$ cat src/rtl/ascon_pkg.sv
// Shared Ascon state types and the 5-bit S-box lookup table.
// The table is used by ascon_sbox5 when ASCON_SBOX_LUT_EN is defined.
package ascon_pkg;

    localparam int unsigned WORD_WIDTH = 64;
    localparam int unsigned NUM_WORDS  = 5;
    localparam int unsigned SBOX_WIDTH = 5;
    localparam int unsigned SBOX_DEPTH = 32;

    // Word i is S_i; [i][j] is bit j of S_i.
    typedef logic [NUM_WORDS-1:0][WORD_WIDTH-1:0] ascon_state_t;

    typedef logic [SBOX_WIDTH-1:0] sbox_word_t;

    // Indexed by {x0,x1,x2,x3,x4} with x0 as MSB; entries are {y0,y1,y2,y3,y4}.
    localparam sbox_word_t SBOX_TABLE [SBOX_DEPTH] = '{
        5'd4,  5'd11, 5'd31, 5'd20, 5'd26, 5'd21, 5'd9,  5'd2,
        5'd27, 5'd5,  5'd8,  5'd18, 5'd29, 5'd3,  5'd6,  5'd28,
        5'd30, 5'd19, 5'd7,  5'd14, 5'd0,  5'd13, 5'd17, 5'd24,
        5'd16, 5'd12, 5'd1,  5'd25, 5'd22, 5'd10, 5'd15, 5'd23
    };

endpackage

$ cat src/rtl/ascon_sbox5.sv
// Single-column Ascon 5-bit S-box, {x0..x4} in, {y0..y4} out (bit 4 is x0/y0).
// ASCON_SBOX_LUT_EN selects the constant table instead of the boolean equations.
module ascon_sbox5
    import ascon_pkg::*;
(
    input  logic [4:0] x,
    output logic [4:0] y
);

`ifdef ASCON_SBOX_LUT_EN

    assign y = SBOX_TABLE[x];

`else

    logic x0, x1, x2, x3, x4;
    logic y0, y1, y2, y3, y4;

    assign x0 = x[4];
    assign x1 = x[3];
    assign x2 = x[2];
    assign x3 = x[1];
    assign x4 = x[0];

    always_comb begin
        y0 = (x4 & x1) ^ x3 ^ (x2 & x1) ^ x2 ^ (x1 & x0) ^ x1 ^ x0;
        y1 = x4 ^ (x3 & x2) ^ (x3 & x1) ^ x3 ^ (x2 & x1) ^ x2 ^ x1 ^ x0;
        y2 = (x4 & x3) ^ x4 ^ x2 ^ x1 ^ 1'b1;
        y3 = (x4 & x0) ^ x4 ^ (x3 & x0) ^ x3 ^ x2 ^ x1 ^ x0;
        y4 = (x4 & x1) ^ x4 ^ x3 ^ (x1 & x0) ^ x1;
    end

    assign y = {y0, y1, y2, y3, y4};

`endif

endmodule

$ cat src/rtl/substitution_layer.sv
// Ascon substitution layer p_S: 64 parallel S-boxes plus a one-cycle registered copy.
// Build option ASCON_SBOX_LUT_EN switches each S-box to the lookup-table form.
module substitution_layer
    import ascon_pkg::*;
(
    input  logic         clk,
    input  logic         rst_n,
    input  ascon_state_t state_array_i,
    input  logic         valid_i,
    output ascon_state_t state_array_o,
    output ascon_state_t state_q_o,
    output logic         valid_o
);

    ascon_state_t state_comb;

    for (genvar j = 0; j < WORD_WIDTH; j++) begin : g_col
        logic [4:0] col_in;
        logic [4:0] col_out;

        assign col_in = {state_array_i[0][j], state_array_i[1][j], state_array_i[2][j],
                         state_array_i[3][j], state_array_i[4][j]};

        ascon_sbox5 u_sbox (
            .x (col_in),
            .y (col_out)
        );

        assign state_comb[0][j] = col_out[4];
        assign state_comb[1][j] = col_out[3];
        assign state_comb[2][j] = col_out[2];
        assign state_comb[3][j] = col_out[1];
        assign state_comb[4][j] = col_out[0];
    end

    assign state_array_o = state_comb;

    ascon_state_t state_q;
    logic         valid_q;

    always_ff @(posedge clk or negedge rst_n) begin
        if (!rst_n) begin
            state_q <= '0;
            valid_q <= 1'b0;
        end else begin
            valid_q <= valid_i;
            if (valid_i) begin
                state_q <= state_comb;
            end
        end
    end

    assign state_q_o = state_q;
    assign valid_o   = valid_q;

endmodule

$ cat config.mk
export PLATFORM = sky130hd
export DESIGN_NAME = substitution_layer
export DESIGN_NICKNAME = d
export VERILOG_FILES = /design/src/rtl/ascon_pkg.sv /design/src/rtl/ascon_sbox5.sv /design/src/rtl/substitution_layer.sv
export SDC_FILE = /design/constraint.sdc
export NUM_CORES = 1
export LEC_CHECK = 0
export ABC_AREA = 1
export BUFFER_PORTS_ARGS = -buffer_cell sky130_fd_sc_hd__buf_2
export CAP_MARGIN = 20
export CORE_AREA = 2 2 370 372
export DETAILED_ROUTE_END_ITERATION = 8
export DIE_AREA = 0 0 372 374
export PLACE_DENSITY = 0.47
export SLEW_MARGIN = 20
export SYNTH_ARGS = -nofsm -noshare
export SYNTH_HDL_FRONTEND = slang
export SYNTH_HIERARCHICAL = 1
export SYNTH_SLANG_ARGS = --single-unit
$ cat constraint.sdc
create_clock -name clk -period 0.85 [get_ports clk]
set_input_delay 0.085 -clock clk [delete_from_list [all_inputs] [get_ports clk]]
set_output_delay 0.085 -clock clk [all_outputs]
set_load 0.03 [all_outputs]
==> summary.md, run 1 <==
| Metric | Value |
|---|---|
| Status | `complete, but fails checks` |
| Violated checks | `hold timing, setup timing` |
| Port bufs | `963` |
| Final GP Congestion | `0.9532` |
| Total track usage | `between 10% and 20%` |
| Worst min path class | `in -> reg` |
| Avg Synthesized Cell Area | `~6 um^2` |
| Fin crit period | `around 1.3 ns` |
| Dpl ws | `-0.4486 ns` |
| P_leak | `29.61 nW` |
| CTS tree | `done` |
| Crit-path cells | `buf_8, dlygate4sd3_1, clkinv_8, buf_4, nand2_1, nand2_1` |
| First-pass GRT wire length | `186.8 mm` |
| P_int | `48.61 mW` |
| Post-placement cell count | `6955` |
| Comb pwr share | `54.6%` |
| Pwr/cell area | `1464 mW/mm^2` |
| Hold_ws | `-0.01082 ns` |
| Syn Std Cell Area | `0.02605 mm^2` |
| Sw Ratio | `between 40% and 50%` |
| Vias in the first global route | `30.65k` |
| Clock skew | `0 ns` |
| Crit-path max FO | `27` |
| TritonCTS Sinks | `321` |
| Slowest stage cell on the critical path | `dlygate4sd3_1` |
| Share of cells above drive strength 1 | `62.16%` |
| Clock group share of total power | `roughly 23%` |
| H-tree depth | `2` |
| DIE WIDTH | `372 um` |
| Worst setup margin | `-0.4881 ns` |
| Hold Fails Final Rpt | `1` |
| Achievable Freq | `~0.75 GHz` |
| Pin count of the biggest net entering global routing | `38` |
| Die area | `0.1391 mm^2` |
| Drt total wl | `135.8 mm` |
| Storage cell area | `about 0.0080 mm^2` |
| RSZ-0062 raised after global routing | `true` |
| Startpoint Class | `input port` |
| Routed Antenna Nets | `0` |
| Max-slew violation count | `0` |
| VDD IR max | `approximately 1200 uV` |
| Number of remaining DRC errors | `0` |
| Mapped Cells | `4297` |
| Worst path most repeated cell | `nand2_1` |
| Worst path depth | `6` |
| Worst Reg2Reg Path Length in Cells | `4` |
| DRT iter0 DRCs | `1332` |
| Max_cap viols | `0` |
| Area growth syn-to-layout | `117.5%` |
| Synth Net Count | `approximately 4.6k` |
| Vias post-DR | `32.35k` |
| Hold depth | `6` |
| CORE AREA | `0.1350 mm^2` |
| Number of buffers inserted during clock tree synthesis | `44` |
| Post-route clock period utilization | `157.4%` |
| Vias/cell | `4.247` |
| # setup viols final | `~790` |
| Clock Pin Slew Worst Setup and Hold Paths | `0.06 ns` |
| Fin nets | `6126` |
| Detailed Routing Iterations Pass 1 | `5` |
| GR Overflow Total | `0` |
| Yosys cell types | `15` |
| Area occupied by multi-input gates | `0.02128 mm^2` |
| Root buffer selected by CTS | `clkbuf_16` |
| Post-DP Area | `about 0.033 mm^2` |
| I/O pin cnt | `964` |
| Layout Utilization | `41.98%` |
| Critical Path AT | `1.81 ns` |
| Synthesized flop and latch total | `321` |
| Sequential area share after synthesis | `30.83%` |
| Psw | `~34 mW` |
| Crit path required time | `1.32 ns` |
| Buf+Inv Stages, Crit Path | `4` |
| FP Rows | `135` |
| Ys Warns | `6` |
| Initial antenna violation count | `6` |
| Sequential Power Share | `between 20% and 30%` |
| Post-DP HPWL | `~100 mm` |
| Post-Route Setup TNS | `-254.37 ns` |
| WL/cell | `17.83 um` |
| Crit path max-delay family | `buffers and inverters` |
| Worst Tran Pin Value | `0.4295 ns` |
| Final Non-Filler Cells | `7618` |
| Commonest non-fill, non-tap cells in the layout | `nand2_1 (1399), buf_6 (824), nand2_2 (648), buf_4 (576), dfrtp_1 (319)` |
| Worst slew margin | `71.27%` |
| Maximum clock insertion buffer count | `3` |
| CP max stage delay | `0.81 ns` |
| Commonest non-fill, non-tap cell in the layout | `nand2_1` |
| Critical Path End Type | `flop` |
| Die H | `about 370 um` |
| Skew-Pair Late Insertion Delay | `0.59 ns` |
| Post-layout instance area | `0.05666 mm^2` |
| Fillers | `between 10k and 15k` |
| Initial core utilization | `19.30%` |
| WS Path Type | `in -> reg` |
## metal layers
layer,share of wire (%),track usage [%]
met1,37,19.66
met5,0.036,0
met4,5.8,7.874
met2,50,30.20
met3,7.2,5.061
## registers in the layout, summed over array words and instances, names as in the netlist
name       flops
state_q_o    320
valid_o        1
## cell families (layout without fill, tap and decap cells)
| logic type | count (synthesis) | in the layout | synth area share [%] |
|---|---|---|---|
| simple gates | 2752 | 2752 | 42.73 |
| buf+inv | 968 | 2506 | 19.68 |
| flops | 321 | 321 | 30.83 |
| compound gates | 128 | 128 | 2.459 |
| xor+xnor | 128 | 128 | 4.303 |
| other cells | 0 | 2 | 0 |
## power by group through the flow
stage,clock network (mW),registers [mW],logic [mW]
floorplan,0,22.8,14.1
global placement,0,18.6,26.6
detailed placement,0,18.7,26.7
CTS,19.4,18.9,39.1
global route,19.9,19.2,47.6
finish,18.6,19.0,45.3
## area by class of cell
type,count,share of cell area (%)
clock inverters,19,0.2518
well taps,1781,3.933
repair buffers,1851,35.54
inverters,577,6.301
multi-input cells,3008,37.56
diodes,2,0.008834
clock buffers,59,2.222
flip-flops and latches,321,14.18
## through the flow
step	total power [mW]	hold slack [ns]
after detailed placement	45.38	-0.09708
after global routing	86.63	-0.01762
after global placement	45.26	-0.09551
after floorplan	36.84	-0.2106
after CTS	77.42	-0.08362
final	82.95	-0.01082
## synthesized netlist by cell type
library cell	number	area, um^2
inv_4	1	6.260
dfrtp_1	321	8033
clkbuf_1	1	3.750
nand3_1	256	1281
nand2_2	192	1201
nand2_1	2240	8408
buf_6	29	326.6
inv_2	256	960.9
xnor2_1	64	560.5
nor2_1	64	240.2
o21ai_0	128	640.6
buf_4	328	2462
inv_1	320	1201
xor2_1	64	560.5
buf_2	33	165.2
## path summary, 6_finish.rpt
kind,startpoint,end,slack [ns]
worst min-delay path,state_array_i[27],state_q_o[27],-0.01
worst min register to register,state_q_o[207],state_q_o[207],0.49
worst max-delay path,valid_i,state_q_o[104],-0.49
max in group asynchronous,rst_n,state_q_o[168],0.08
worst max register to register,state_q_o[30],state_q_o[30],-0.04
min in group asynchronous,rst_n,state_q_o[156],0.09
## worst reg2reg max path: cells and delay by family (launching register included)
kind / cells / cell delay, ns
and+or+nand+nor: 2 / 0.11
DFF: 1 / 0.40
buffers and inverters: 2 / 0.27
## what timing repair did
action,CTS,global route
setup endpoints to repair,641,958
hold buffers,194,4
pin swaps,609,839
hold endpoints to repair,538,14
resized for setup,3094,1995
buffers inserted,266,140
No activity file was read; power rests on OpenSTA's default activity.
==> run 2, diff against run 1 <==
==> constraint.sdc (replaced) <==
create_clock -name clk -period 1.55 [get_ports clk]
set_input_delay 0.155 -clock clk [delete_from_list [all_inputs] [get_ports clk]]
set_output_delay 0.155 -clock clk [all_outputs]
set_load 0.03 [all_outputs]
==> run 2 against run 1 <==
  * The flow now finishes without violations
  * Via count fell by 14%
  * Global-route usage decreased by 1.8 points
  * Final cell count decreased by 8.7%
  * Total power shrank 57%
  * Clock skew is the same
  * Register-to-register slack improved by 0.86 ns
  * Sequential share of layout area rose by 9.4 points
  * First-iteration DRC count grew 24%
  * Cell area is 40% lower
  * Hold slack better by 0.068 ns
  * Die area stayed put
  * Flip-flop and latch count is the same
  * Largest power group unchanged
  * Highest routed layer unchanged
==> summary.md, run 2 (synthesis results as in run 1) <==
| Metric | Value |
|---|---|
| Worst Tran Pin Value | `0.5015 ns (+0.07192 ns)` |
| Hold Fails Final Rpt | `0 (-1)` |
| Maximum clock insertion buffer count | `3 (unchanged)` |
| Comb pwr share | `40.2% (-14 points)` |
| VDD IR max | `705.5 uV (-41%)` |
| Startpoint Class | `input port` |
| Vias in the first global route | `26.22k (-14%)` |
| Worst slew margin | `66.46% (-4.8 points)` |
| Post-route clock period utilization | `between 90% and 100%` |
| Dpl ws | `0.02377 ns (+0.4723 ns)` |
| Clock Pin Slew Worst Setup and Hold Paths | `0.05 ns (about the same)` |
| First-pass GRT wire length | `165.1 mm (-12%)` |
| WS Path Type | `in -> out` |
| Skew-Pair Late Insertion Delay | `0.59 ns (about the same)` |
| TritonCTS Sinks | `321 (unchanged)` |
| Critical Path AT | `1.36 ns (-0.45 ns)` |
| Clock group share of total power | `31.7% (+9.2 points)` |
| Post-placement cell count | `6728 (-3.3%)` |
| CORE AREA | `0.1350 mm^2 (unchanged)` |
| Fin nets | `5450 (-11%)` |
| Crit path required time | `1.39 ns (+0.07 ns)` |
| Slowest stage cell on the critical path | `dlygate4sd3_1` |
| Worst min path class | `in -> reg` |
| CP max stage delay | `0.57 ns (-0.24 ns)` |
| FP Rows | `135 (unchanged)` |
| Final GP Congestion | `0.9694 (+1.7%)` |
| Worst setup margin | `0.03368 ns (+0.5218 ns)` |
| Die H | `374 um (unchanged)` |
| Area growth syn-to-layout | `30.52%` |
| Commonest non-fill, non-tap cell in the layout | `nand2_1` |
| WL/cell | `16.27 um (-8.8%)` |
| Achievable Freq | `0.6595 GHz` |
| Post-DP HPWL | `93.79 mm (-3.6%)` |
| Sw Ratio | `42.90% (+1.5 points)` |
| P_leak | `21.01 nW (-29%)` |
| DIE WIDTH | `372 um (unchanged)` |
| Share of cells above drive strength 1 | `30.45% (-32 points)` |
| Crit-path max FO | `4 (-85%)` |
| Psw | `15.43 mW (-55%)` |
| Drt total wl | `113.1 mm (-17%)` |
| Max reg flops | `320 (unchanged)` |
| DRT iter0 DRCs | `1653 (+24%)` |
| Initial antenna violation count | `30 (+24)` |
| Initial core utilization | `19.30% (unchanged)` |
| Max-slew violation count | `0 (unchanged)` |
| Root buffer selected by CTS | `clkbuf_16` |
| Pin count of the biggest net entering global routing | `62 (+63%)` |
| Crit-path cells | `buf_2, inv_2, dlygate4sd3_1, xor2_1, buf_4` |
| Number of buffers inserted during clock tree synthesis | `46 (+4.5%)` |
| Die area | `0.1391 mm^2 (unchanged)` |
| Sequential Power Share | `28.2% (+5.3 points)` |
| Max_cap viols | `0 (unchanged)` |
| Post-DP Area | `0.03099 mm^2 (-5.5%)` |
| H-tree depth | `2 (unchanged)` |
| Final Non-Filler Cells | `6953 (-8.7%)` |
| Number of remaining DRC errors | `0 (unchanged)` |
| Internal reg-to-reg setup slack | `0.82 ns (+0.86 ns)` |
| Fin crit period | `1.516 ns` |
| Pwr/cell area | `1058 mW/mm^2 (-28%)` |
| Routed Antenna Nets | `0 (unchanged)` |
| Detailed Routing Iterations Pass 1 | `7 (+2)` |
| Status | `complete, no violations` |
| Vias post-DR | `27.83k (-14%)` |
| I/O pin cnt | `964 (unchanged)` |
| Commonest non-fill, non-tap cells in the layout | `nand2_1 (2236), buf_2 (943), dfrtp_1 (320), inv_1 (319), inv_2 (257)` |
| GR Overflow Total | `0 (unchanged)` |
| Port bufs | `963 (unchanged)` |
| P_int | `20.53 mW (-58%)` |
| Critical Path End Type | `output port` |
| # setup viols final | `0 (-100%)` |
| CTS tree | `done` |
| Clock skew | `0 ns (unchanged)` |
| Post-layout instance area | `0.03400 mm^2 (-40%)` |
| Vias/cell | `4.002 (-5.8%)` |
| Total track usage | `15.64% (-1.8 points)` |
==> run 2: cell types whose count changed in the layout (fill, tap and decap cells not counted), moves of 122 or more <==
cell	change
buf_6	-822
inv_1	+197
nand2_2	-452
buf_2	+929
nand3_1	+145
nand2_4	-287
o21ai_0	+127
nand2_1	+837
inv_4	-130
buf_4	-504
buf_12	-122
==> run 2: metrics by stage <==
step | setup TNS (ns) | hold WS, ns | utilization, % | total power, mW
final | 0 | 0.05717 | 25.19 | 35.96
after global routing | -0.006414 | 0.04317 | 25.19 | 38.00
after CTS | 0 | 0.0001325 | 25.11 | 36.54
after detailed placement | 0 | 0.04153 | 22.97 | 24.22
after global placement | -0.007976 | 0.04142 | 22.97 | 24.17
after floorplan | 0 | -0.1406 | - | 20.20
==> run 2: path summary, 6_finish.rpt <==
path                                       to          startpoint  cells after the start
setup / recovery           state_array_o[263]  state_array_i[199]                      5
hold / removal                 state_q_o[260]  state_array_i[196]                      5
setup reg to reg               state_q_o[179]      state_q_o[179]                      2
hold reg to reg                state_q_o[260]      state_q_o[260]                      2
max in group asynchronous      state_q_o[102]               rst_n                      4
min in group asynchronous      state_q_o[238]               rst_n                      3
==> run 2: per-layer routing <==
metal	part of all wire (%)	global-route usage (%)
met5	0.065	0
met4	4.7	7.075
met3	6.7	3.565
met2	47	26.11
met1	42	18.99
==> run 2: layout make-up <==
cell class / count / area [um^2]
fill: 15440 / 101000
multi-input combinational: 3008 / 12910
sequential: 321 / 8034
timing repair buffer: 1173 / 7047
tap: 1781 / 2228
inverter: 577 / 2178
clock buffer: 65 / 1324
clock inverter: 16 / 247.7
antenna: 12 / 30.03
==> run 2: worst max-delay path, delay by kind of cell <==
kind | cells | cell delay [ns]
xor+xnor | 1 | 0.22
buf+inv | 4 | 0.99
==> run 2: repair_timing <==
item,CTS,global route
pin swaps,0,1
buffers inserted,0,1
resized for setup,2,40
endpoints found under the hold margin,408,0
hold buffers,131,0
setup endpoints to repair,2,19
==> run 2: power by group through the flow <==
stage,clock network [mW],logic (mW),registers [mW]
final,11.4,14.4,10.1
after global routing,12.2,15.6,10.3
after CTS,11.9,14.5,10.1
after detailed placement,0,14.0,10.3
after global placement,0,13.9,10.2
after floorplan,0,7.72,12.5
==> run 3, diff against run 2 <==
--- a/config.mk
+++ b/config.mk
@@ -8,12 +8,11 @@
 export ABC_AREA = 1
 export BUFFER_PORTS_ARGS = -buffer_cell sky130_fd_sc_hd__buf_2
 export CAP_MARGIN = 20
-export CORE_AREA = 2 2 370 372
+export CORE_AREA = 2 2 373 375
 export DETAILED_ROUTE_END_ITERATION = 8
-export DIE_AREA = 0 0 372 374
+export DIE_AREA = 0 0 375 377
 export PLACE_DENSITY = 0.47
 export SLEW_MARGIN = 20
 export SYNTH_ARGS = -nofsm -noshare
 export SYNTH_HDL_FRONTEND = slang
-export SYNTH_HIERARCHICAL = 1
 export SYNTH_SLANG_ARGS = --single-unit
==> constraint.sdc (replaced) <==
create_clock -name clk -period 1.5 [get_ports clk]
set_input_delay 0.15 -clock clk [delete_from_list [all_inputs] [get_ports clk]]
set_output_delay 0.15 -clock clk [all_outputs]
set_load 0.03 [all_outputs]
==> run 3 against run 2 <==
  * Clock skew unchanged
  * Combinational power increased by 10%
  * Clock power is essentially flat
  * Wire length increased by 6.1%
  * Sequential share of layout area shrank 1.1 points
  * Die area up 1.6%
  * First-iteration DRC count shrank 13%
  * Critical path type is now in -> reg
  * Largest power group unchanged
==> summary.md, run 3 <==
| Metric | Value |
|---|---|
| TritonCTS Sinks | `321 (unchanged)` |
| RSZ-0062 raised after global routing | `true` |
| P_leak | `21.41 nW (+1.9%)` |
| Final GP Congestion | `0.9147 (-5.6%)` |
| Synthesized flop and latch total | `321 (unchanged)` |
| Max-slew violation count | `0 (unchanged)` |
| Worst min path class | `in -> reg` |
| Most common cell in the netlist | `nand2_1` |
| Pin count of the biggest net entering global routing | `73 (+18%)` |
| Final Power | `37.94 mW (+5.5%)` |
| Post-Route Setup TNS | `0 ns (unchanged)` |
| Crit path required time | `2.04 ns (+0.65 ns)` |
| Commonest non-fill, non-tap cell in the layout | `nand2_1` |
| Post-DP HPWL | `98.37 mm (+4.9%)` |
| Max reg flops | `320 (unchanged)` |
| Dpl ws | `0.1096 ns (+0.08587 ns)` |
| Routed Antenna Nets | `0 (unchanged)` |
| Synth Net Count | `4561 (-1.3%)` |
| Initial antenna violation count | `29 (-3.3%)` |
| Critical Path AT | `2.03 ns (+0.67 ns)` |
| Skew-Pair Late Insertion Delay | `0.58 ns (about the same)` |
| First-pass GRT wire length | `175.9 mm (+6.6%)` |
| Post CTS Setup Buffer Count | `0 (unchanged)` |
| Critical Path End Type | `flop` |
| Yosys cell types | `19 (+4)` |
| Syn Std Cell Area | `0.02651 mm^2 (+1.8%)` |
| Fin crit period | `1.495 ns` |
| Synth top area share | `30.30% (-2.0 points)` |
| CTS tree | `done` |
| Status | `complete, no violations` |
| Initial core utilization | `19.36% (+0.053 points)` |
| Max_cap viols | `0 (unchanged)` |
| GR Overflow Total | `0 (unchanged)` |
| DIE WIDTH | `375 um (+0.81%)` |
| Die H | `377 um (+0.80%)` |
| Worst Reg2Reg Path Length in Cells | `2 (unchanged)` |
| Worst setup margin | `0.004797 ns (-0.02888 ns)` |
| H-tree depth | `2 (unchanged)` |
| Ys Warns | `0 (-6)` |
| Die area | `0.1414 mm^2 (+1.6%)` |
| DRT iter0 DRCs | `1442 (-13%)` |
| Startpoint Class | `input port` |
| Hold Fails Final Rpt | `0 (unchanged)` |
| Worst R2R Start | `state_q_o[242]` |
| Hold depth | `5 (unchanged)` |
| Maximum clock insertion buffer count | `3 (unchanged)` |
| Avg Synthesized Cell Area | `6.256 um^2 (+3.2%)` |
| Fillers | `15.50k (+0.38%)` |
| Clock Pin Slew Worst Setup and Hold Paths | `0.05 ns (about the same)` |
| Crit-path max FO | `71 (+67)` |
| Hold_ws | `0.04647 ns (-0.01070 ns)` |
| VDD IR max | `718.9 uV (+1.9%)` |
| I/O pin cnt | `964 (unchanged)` |
| WL/cell | `17.15 um (+5.4%)` |
| Share of cells above drive strength 1 | `27.90% (-2.5 points)` |
| Root buffer selected by CTS | `clkbuf_16` |
| Commonest non-fill, non-tap cells in the layout | `nand2_1 (2040), buf_2 (938), inv_1 (480), nand3_1 (342), dfrtp_1 (317)` |
| Area contributors post-synth | `dfrtp_1 (30%), nand2_1 (29%), buf_4 (9.9%), inv_1 (6.8%), nand3_1 (6.5%)` |
| Internal reg-to-reg setup slack | `0.79 ns (-0.03 ns)` |
| Post-route clock period utilization | `99.68%` |
| Worst slew margin | `67.56% (+1.1 points)` |
| Number of buffers inserted during clock tree synthesis | `47 (+2.2%)` |
| Mapped Cells | `4238 (-1.4%)` |
| Area growth syn-to-layout | `34.84%` |
| Vias/cell | `4.076 (+1.8%)` |
| Vias post-DR | `28.54k (+2.6%)` |
| Drt total wl | `120.1 mm (+6.1%)` |
| Port bufs | `963 (unchanged)` |
| Reg2Reg Capture Point | `state_q_o[242]` |
| Worst Hold End | `state_q_o[95]` |
| Detailed Routing Iterations Pass 1 | `5 (-2)` |
| Hold_sp | `state_array_i[223]` |
| Sequential area share after synthesis | `30.30% (-0.54 points)` |
| Pwr/cell area | `1061 mW/mm^2 (+0.34%)` |
| Final Non-Filler Cells | `7002 (+0.70%)` |
| Achievable Freq | `0.6688 GHz` |
| FP Rows | `136 (+0.74%)` |
| Largest area contributor in the netlist | `dfrtp_1` |
| Total track usage | `16.49% (+0.85 points)` |
| Predominant post-synthesis flop cell | `dfrtp_1` |
| Clock skew | `0 ns (unchanged)` |
| WS Path Type | `in -> reg` |
| CORE AREA | `0.1370 mm^2 (+1.5%)` |
| Post-placement cell count | `6678 (-0.74%)` |
| Number of enable flip-flop cells after synthesis | `0 (unchanged)` |
| Vias in the first global route | `27.89k (+6.4%)` |
| # setup viols final | `0 (unchanged)` |
| Async set or reset register ratio after synthesis | `100.0% (unchanged)` |
| Number of remaining DRC errors | `0 (unchanged)` |
| Fin nets | `5485 (+0.64%)` |
| Worst Tran Pin Value | `0.4866 ns (-0.01491 ns)` |
| Synth cell count leaders | `nand2_1 (2044), inv_1 (481), buf_4 (349), nand3_1 (345), dfrtp_1 (321)` |
run 3: cell types whose count changed in the layout (fill, tap and decap cells not counted), sizes merged, moves of 3 or more:
cell         change
nand4           +24
nor2            -24
nand3           +89
nand2          -213
bufinv           -3
and2            +78
buf              -3
inv             -14
dlygate4sd3     +99
run 3: worst max path at each step:
stage / startpoint / end / cells after the start
after floorplan: state_array_i[198] / state_array_o[198] / 6
after global placement: state_array_i[222] / state_array_o[222] / 9
after detailed placement: state_array_i[222] / state_array_o[222] / 9
after CTS: state_q_o[244] / state_q_o[244] / 1
after global routing: valid_i / state_q_o[113] / 6
final: valid_i / state_q_o[113] / 6
run 3: power by group:
group          switching [mW]  internal, mW  leakage (nW)
Sequential              0.698          9.82          3.92
Combinational            11.0          4.82          16.7
Clock                    4.63          6.94         0.770
Total                    16.4          21.6          21.4
run 3: repair_timing:
item | in CTS | in global routing
gates resized for setup | 15 | 40
hold buffers | 232 | 0
pin swaps | 0 | 6
setup endpoints to repair | 13 | 13
gates cloned | 0 | 0
endpoints found under the hold margin | 478 | 0
run 3: critical path, cell delays in order:
cell	delay (ns)
dlygate4sd3_1	0.59
buf_12	0.18
buf_16	0.27
nand3_1	0.13
dlygate4sd3_1	0.57
nand2_1	0.06
run 3: kinds of logic after synthesis:
kind of cell / synth area share [%]
compound gates: 2.416
xor+xnor: 6.007
buf+inv: 18.71
simple gates: 42.57
flops: 30.30
run 3: layout make-up:
type,instances,area [um^2],share of cell area [%]
diodes,11,27.53,0.07700
clock buffers,70,1405,3.930
clock inverters,14,147.6,0.4130
inverters,564,2130,5.957
multi-input cells,2962,13560,37.93
flip-flops and latches,321,8038,22.48
well taps,1794,2245,6.279
repair buffers,1266,8199,22.93
run 3: per-layer routing:
layer / up-vias / GRT usage (%) / wire (um)
met5: - / 0 / 152
met4: 24 / 6.551 / 4835
met3: 206 / 5.506 / 10010
met2: 882 / 27.51 / 55540
met1: 13090 / 19.42 / 49520
li1: 14340 / - / -
run 3: metrics by stage:
step	cell area [um^2]	utilization, %
floorplan	26510	-
global placement	31740	23.17
detailed placement	31740	23.17
CTS	35650	26.03
global route	35750	26.10
finish	35750	26.10
